`src/rtl/noc_packetizer.sv`:
```
// NoC packetizer: turns a request plus payload words into head/body/tail flits.
// Optional statistics counters are enabled with the NOC_PKT_STATS_EN macro.
module noc_packetizer #(
  parameter int FLIT_W  = 32,
  parameter int MAX_LEN = 8
) (
  input  logic              clk,
  input  logic              rst,
  input  logic              req_valid,
  input  logic [1:0]        req_dest,
  input  logic [3:0]        req_len,
  input  logic [7:0]        req_tag,
  output logic              req_ready,
  input  logic              pld_valid,
  input  logic [FLIT_W-5:0] pld_data,
  output logic              pld_ready,
  output logic              flit_valid,
  output logic [FLIT_W-1:0] flit_data,
  input  logic              flit_ready,
  output logic              err_len
`ifdef NOC_PKT_STATS_EN
  ,
  output logic [15:0]       pkt_count,
  output logic [31:0]       flit_count
`endif
);

  typedef enum logic [1:0] {IDLE, HEAD, BODY} state_t;

  localparam logic [3:0] MAX_LEN_L = 4'(MAX_LEN);

  state_t            state, state_nxt;
  logic [1:0]        dest_p0;
  logic [3:0]        len_p0;
  logic [3:0]        rem_p1;
  logic              vld_p1;
  logic [FLIT_W-1:0] flit_p1;
  logic              req_fire, pld_fire, flit_fire;
  logic [3:0]        eff_len;
  logic [FLIT_W-1:0] head_flit, body_flit;

  function automatic logic [3:0] sat_len(input logic [3:0] len);
    return (len > MAX_LEN_L) ? MAX_LEN_L : len;
  endfunction

  assign eff_len   = sat_len(req_len);
  assign req_ready = (state == IDLE) && !vld_p1;
  assign pld_ready = (state == BODY) && (rem_p1 != 4'd0) && (!vld_p1 || flit_ready);
  assign req_fire  = req_valid && req_ready;
  assign pld_fire  = pld_valid && pld_ready;
  assign flit_fire = vld_p1 && flit_ready;

  always_comb begin
    head_flit        = '0;
    head_flit[1:0]   = req_dest;
    head_flit[3:2]   = (eff_len == 4'd0) ? 2'b00 : 2'b01;
    head_flit[7:4]   = eff_len;
    head_flit[15:8]  = req_tag;
  end

  // the word loaded while one body flit remains is the tail
  assign body_flit = {pld_data, (rem_p1 == 4'd1) ? 2'b11 : 2'b10, dest_p0};

  always_ff @(posedge clk) begin
    if (rst) state <= IDLE;
    else     state <= state_nxt;
  end

  always_comb begin
    state_nxt = state;
    case (state)
      IDLE:    if (req_fire) state_nxt = HEAD;
      HEAD:    if (flit_fire) state_nxt = (len_p0 == 4'd0) ? IDLE : BODY;
      BODY:    if (flit_fire && rem_p1 == 4'd0) state_nxt = IDLE;
      default: state_nxt = IDLE;
    endcase
  end

  // output stage: head from the accepted request, body/tail from payload words
  always_ff @(posedge clk) begin
    if (rst) begin
      vld_p1  <= 1'b0;
      flit_p1 <= '0;
      err_len <= 1'b0;
      rem_p1  <= 4'd0;
      len_p0  <= 4'd0;
      dest_p0 <= 2'b00;
    end else begin
      err_len <= 1'b0;
      if (req_fire) begin
        dest_p0 <= req_dest;
        len_p0  <= eff_len;
        err_len <= (req_len > MAX_LEN_L);
        flit_p1 <= head_flit;
        vld_p1  <= 1'b1;
      end else if (pld_fire) begin
        flit_p1 <= body_flit;
        vld_p1  <= 1'b1;
      end else if (flit_fire) begin
        vld_p1  <= 1'b0;
      end
      if (state == HEAD && flit_fire) rem_p1 <= len_p0;
      else if (pld_fire)              rem_p1 <= rem_p1 - 4'd1;
    end
  end

  assign flit_valid = vld_p1;
  assign flit_data  = flit_p1;

`ifdef NOC_PKT_STATS_EN
  always_ff @(posedge clk) begin
    if (rst) begin
      pkt_count  <= 16'd0;
      flit_count <= 32'd0;
    end else if (flit_fire) begin
      flit_count <= flit_count + 32'd1;
      if (flit_p1[3:2] == 2'b00 || flit_p1[3:2] == 2'b11)
        pkt_count <= pkt_count + 16'd1;
    end
  end
`endif

endmodule

```
`config.mk`:
```
export PLATFORM = sky130hd
export DESIGN_NAME = noc_packetizer
export DESIGN_NICKNAME = d
export VERILOG_FILES = /design/src/rtl/noc_packetizer.sv
export SDC_FILE = /design/constraint.sdc
export NUM_CORES = 1
export LEC_CHECK = 0
export ABC_AREA = 0
export CORE_ASPECT_RATIO = 1.5
export CORE_MARGIN = 2
export CORE_UTILIZATION = 45
export DETAILED_ROUTE_END_ITERATION = 6
export PLACE_DENSITY = 0.84
export SLEW_MARGIN = 10
export SYNTH_ARGS = -nofsm -noshare
export SYNTH_HDL_FRONTEND = slang
export SYNTH_SLANG_ARGS = --single-unit
```
`constraint.sdc`:
```
create_clock -name clk -period 3.44 [get_ports clk]
set_input_delay 0.344 -clock clk [delete_from_list [all_inputs] [get_ports clk]]
set_output_delay 0.344 -clock clk [all_outputs]
set_load 0.005 [all_outputs]
```
Yosys cells after proc, flatten, opt, wreduce, memory -nomap -nowiden:

Cells that the tools add are included.

* output and inout bits: 36
* memory bits (read-only): 0
* memories: 0
* logic and storage cells: 53
* bits in registers: 46
* RAM bits: 0
* input port bits: 47
* bits in latches: 0

* magnitude comparators: 1
* mux-type cells: 15
* divide/modulo/power cells: 0
* bitwise gates (word level): 1
* add/sub/neg operators: 1
* reductions and logical operators: 21
* $mul: 0
* shifts and indexed selects: 0
* equality and inequality tests: 6

Operator list (number)
* $mux 16: 2
* $logic_not 4->1: 3
* $mux 4: 3
* $logic_and 1x1->1: 8
* $mux 2: 4
* $pmux 2 s3: 1
* $mux 1: 5
* $eq 4x1->1 const B: 1
* $gt 4x4->1 const B: 1
* $ne 2x2->1 const B: 2
* $reduce_bool 2->1: 2
* $reduce_bool 4->1: 1
* $reduce_or 2->1: 2
* $sub 4x1->4 const B: 1
* $reduce_and 3->1: 1
* $reduce_bool 3->1: 1
* $eq 2x1->1 const B: 1
* $eq 2x2->1 const B: 1
* $logic_not 2->1: 1
* $ne 2x1->1 const B: 1
* $logic_not 1->1: 1
* $logic_or 1x1->1: 1
* $not 1->1: 1

Logic depth before layout (Yosys ltp):

* word-level depth: 6
* gate-level depth with buffers: 8

Least setup slack after synthesis:

No wires, ideal clock.

* path type: register to register
* from: register rem_p1[0]
* to: register rem_p1[0]
* path buffers: 1
* data arrival time: 1.628 ns
* period minus slack after synthesis: 1.714 ns
* stages on the path, launching flop included: 8
* data required time: 3.354 ns
* path slack: 1.726 ns
* path through: dfxtp_1 > inv_1 > ha_1 > or3b_1 > and4_4 > buf_6 > xnor2_1 > a211oi_1

* word-level cells in the longest chain between the ends: 5

Ends and longest elaborated chain
* start: declaration: RTL line 35 `logic [3:0] rem_p1;`
* start signal: assignment: RTL line 102 `if (state == HEAD && flit_fire) rem_p1 <= len_p0;`
* start signal: assignment: RTL line 103 `else if (pld_fire) rem_p1 <= rem_p1 - 4'd1;`
* parallel branches: the longest is 5 deep, another holds $sub 4x1->4

Parallel ways; which one is timed is not known. The select of a mux whose other input is x is not followed.
A chain may end at the register's enable or synchronous reset.

Worst setup path after layout:

* from: register rem_p1[0]
* to: output pld_ready

* word-level cells in the longest chain between the ends: 3

Ends and longest elaborated chain
* $reduce_bool 4->1: RTL line 48 `assign pld_ready = (state == BODY) && (rem_p1 != 4'd0) && (!vld_p1 || flit_ready);`
* $logic_and 1x1->1 (2 in series): RTL line 48
* end: declaration: RTL line 16 `output logic pld_ready,`

No other way between the ends.

==> qor.yml <==
synth_warnings: 0
slew_headroom_pct: 43.3
critPathSlowestCell: "or3b_1"
grt.overflow.total: 0
gr-usage-all-layers_pct: 22.1
cp.required_ns: 3.10
die_w_um: 57.8
placement.setup.worst_slack_ns: 0.889
cts_max_level: 2
dr_total_vias: 1872
p_per_area_mw_per_mm2: 402
endpoint: "pld_ready"
pwr-share-comb_pct: 15.3
post_cts_buffers: 0
die_h_um: 84.7
clkPwrFrac_pct: 34.8
ant_nets: 0
ys_types: 42
cts_root_buf: "clkbuf_8"
wl_met2_um: 2790
synthArstFlopShare_pct: 0
worst_ir_drop_vdd_uv: 374
diodes: 0
r2r_setup_slack_ns: 1.19
synth_area_per_cell_um2: 8.57
grt_pass1_vias: 1859
p_leak_nw: 1.01
switching_power_mw: 0.270
num_io_pins: 83
dp_hpwl_um: 3530
synth.cell_area_mm2: 0.00195
final_common_cell: "clkdlybuf4s50_1"
rows: 29
start_kind: "flip-flop"
ctsHoldBuffers: 0
numCtsBuffers: 5
clk_path_buf_depth: 2
wl_um: 5090
yosysSeqAreaShare_pct: 47.1
multi_input_area_um2: 930
fin_skew_ns: 0.00256
grt_pass1_wl_um: 8440
syn2layout_area_growth_pct: 46.2
path_delay_family: "simple AND/OR/NAND/NOR gates"
status: "finished, final reports clean"
core_area_mm2: 0.00421
die_area_mm2: 0.00490
critPathMaxStageDelay_ns: 0.48
nets: 354
drive_above_1_share_pct: 5.57
cts_sinks: 46
wl_met1_um: 1930
netlist_instances: 228
nFillCells: 331
ys_ff_latch: 46
rr_startpoint: "rem_p1[0]"
fmax_mhz: 423
grt_max_degree: 33
post_cts_resized: 0
finalSetupTns_ns: 0
worstPathMaxFanout: 6
critical_path_arrival_ns: 2.02
hp-class: "flip-flop to flip-flop"
reg2regPathDepth: 6
drtIter0Drc: 71
power_mw: 1.15
seqCellArea_um2: 921
fin_ws_ns: 1.08
synth_nets: 278
finalWeightedCongestion: 0.754
hold_viol: 0
viasPerCell: 5.33
p_seq_share_pct: 49.9
synth-edff-count: 0
final_cell_mix: "clkdlybuf4s50_1 (82), nand2_1 (48), dfxtp_1 (46), nor2_1 (26), a21oi_1 (25)"
route.detailed.drc: 0
p_int_mw: 0.878
cts_tree: "done"
design_area_mm2: 0.00286
highest_layer: "met4"
startpoint: "rem_p1[0]"
numPortBuffers: 82
path_depth: 5
slew_viol_final: 0
placed_area_mm2: 0.00275
path_cells: "inv_1, ha_1, or3b_1, and3_1, clkdlybuf4s50_1"
finalSetupViolations: 0
grt_setup_unrepaired: "false"
wire_per_inst_um: 14.5
first_pass_iters: 4
period_needed_ns: 2.36
critPathBufInv: 2
cp-end-kind: "output pin"
drv_cap: 0
crit_type: "flip-flop to output pin"
p_sw_share_pct: 23.5
worstReg2RegEnd: "rem_p1[3]"
wl_met3_um: 261
clk_pin_slew_ns: 0.08
tightestPinTransition_ns: 0.846
initial_core_util_pct: 46.4
clk_latency_ns: 0.30
min_period_over_period_pct: 68.7
antenna_found_initial: 0
synthFlopType: "dfxtp_1"
[sequential cells by signal, summed over array words and instances, names as in the netlist]
name and cells:
dest_p0 2, len_p0 4, rem_p1 4, flit_valid 1, flit_data 32, err_len 1
state 2
[layout make-up]
cell class | instances | share of cell area, %
clock inverters | 3 | 1.40
clock buffers | 5 | 2.41
repair buffers | 83 | 29.0
multi-input cells | 165 | 32.5
inverters | 3 | 0.394
flip-flops and latches | 46 | 32.2
well taps | 46 | 2.01
[power groups by stage]
stage                     Sequential (mW)  Clock, mW  Combinational (mW)
after global routing                0.577      0.426               0.192
after floorplan                     0.584          0              0.0742
after detailed placement            0.585          0               0.176
after CTS                           0.573      0.404               0.177
final                               0.573      0.399               0.176
after global placement              0.584          0               0.175
[worst min path at each step]
stage                     slack (ns)     startpoint            end  depth (start not counted)
after detailed placement        0.45  flit_data[25]  flit_data[25]                          2
after global placement          0.44  flit_data[29]  flit_data[29]                          2
after floorplan                 0.44     dest_p0[0]     dest_p0[0]                          2
after CTS                       0.46  flit_data[18]  flit_data[18]                          2
final                           0.46  flit_data[18]  flit_data[18]                          2
after global routing            0.47  flit_data[18]  flit_data[18]                          2
[worst reg2reg max path: stages (launching register included)]
cell	delay (ns)
dfxtp_1	0.39
inv_1	0.09
ha_1	0.21
or3b_1	0.30
nand4_4	0.44
or3_1	0.50
a311oi_1	0.24
[metrics by stage]
stage / util (%) / hold WS [ns] / instances
floorplan: - / 0.441 / 228
global placement: 65.3 / 0.443 / 343
detailed placement: 65.3 / 0.450 / 343
CTS: 67.9 / 0.461 / 351
global route: 67.9 / 0.473 / 351
finish: 67.9 / 0.459 / 351
[synthesized netlist by cell type, types with 2 or more instances]
cell | n | share of area (%)
a211oi_1 | 3 | 1.2
a21oi_1 | 25 | 6.4
and3_1 | 2 | 0.64
buf_2 | 5 | 1.3
buf_4 | 3 | 1.2
buf_6 | 3 | 1.7
clkbuf_1 | 3 | 0.58
dfxtp_1 | 46 | 47
ha_1 | 3 | 1.9
inv_1 | 3 | 0.58
mux2i_1 | 2 | 1.0
nand2_1 | 48 | 9.2
nand2b_1 | 2 | 0.64
nand3b_1 | 2 | 0.77
nor2_1 | 26 | 5.0
nor2b_1 | 2 | 0.64
nor3_1 | 13 | 3.3
nor4_1 | 9 | 2.9
nor4b_4 | 2 | 2.4
o21ai_0 | 3 | 0.77
o22a_1 | 2 | 0.90
[cells by family after synthesis]
group           count (synthesis)  share of synthesized area, %
compound gates                 40                          12.2
xor+xnor                        1                         0.448
fa+ha+maj                       3                          1.92
buf+inv                        17                          5.31
flops                          46                          47.1
mux                             3                          1.60
simple gates                  118                          31.4
[metal layers]
layer | vias up | global-route usage (%)
met3 | 9 | 6.32
li1 | 938 | -
met5 | - | 0
met4 | 0 | 9.73
met1 | 880 | 24.3
met2 | 45 | 38.6
(Power assumes the default switching activity.)
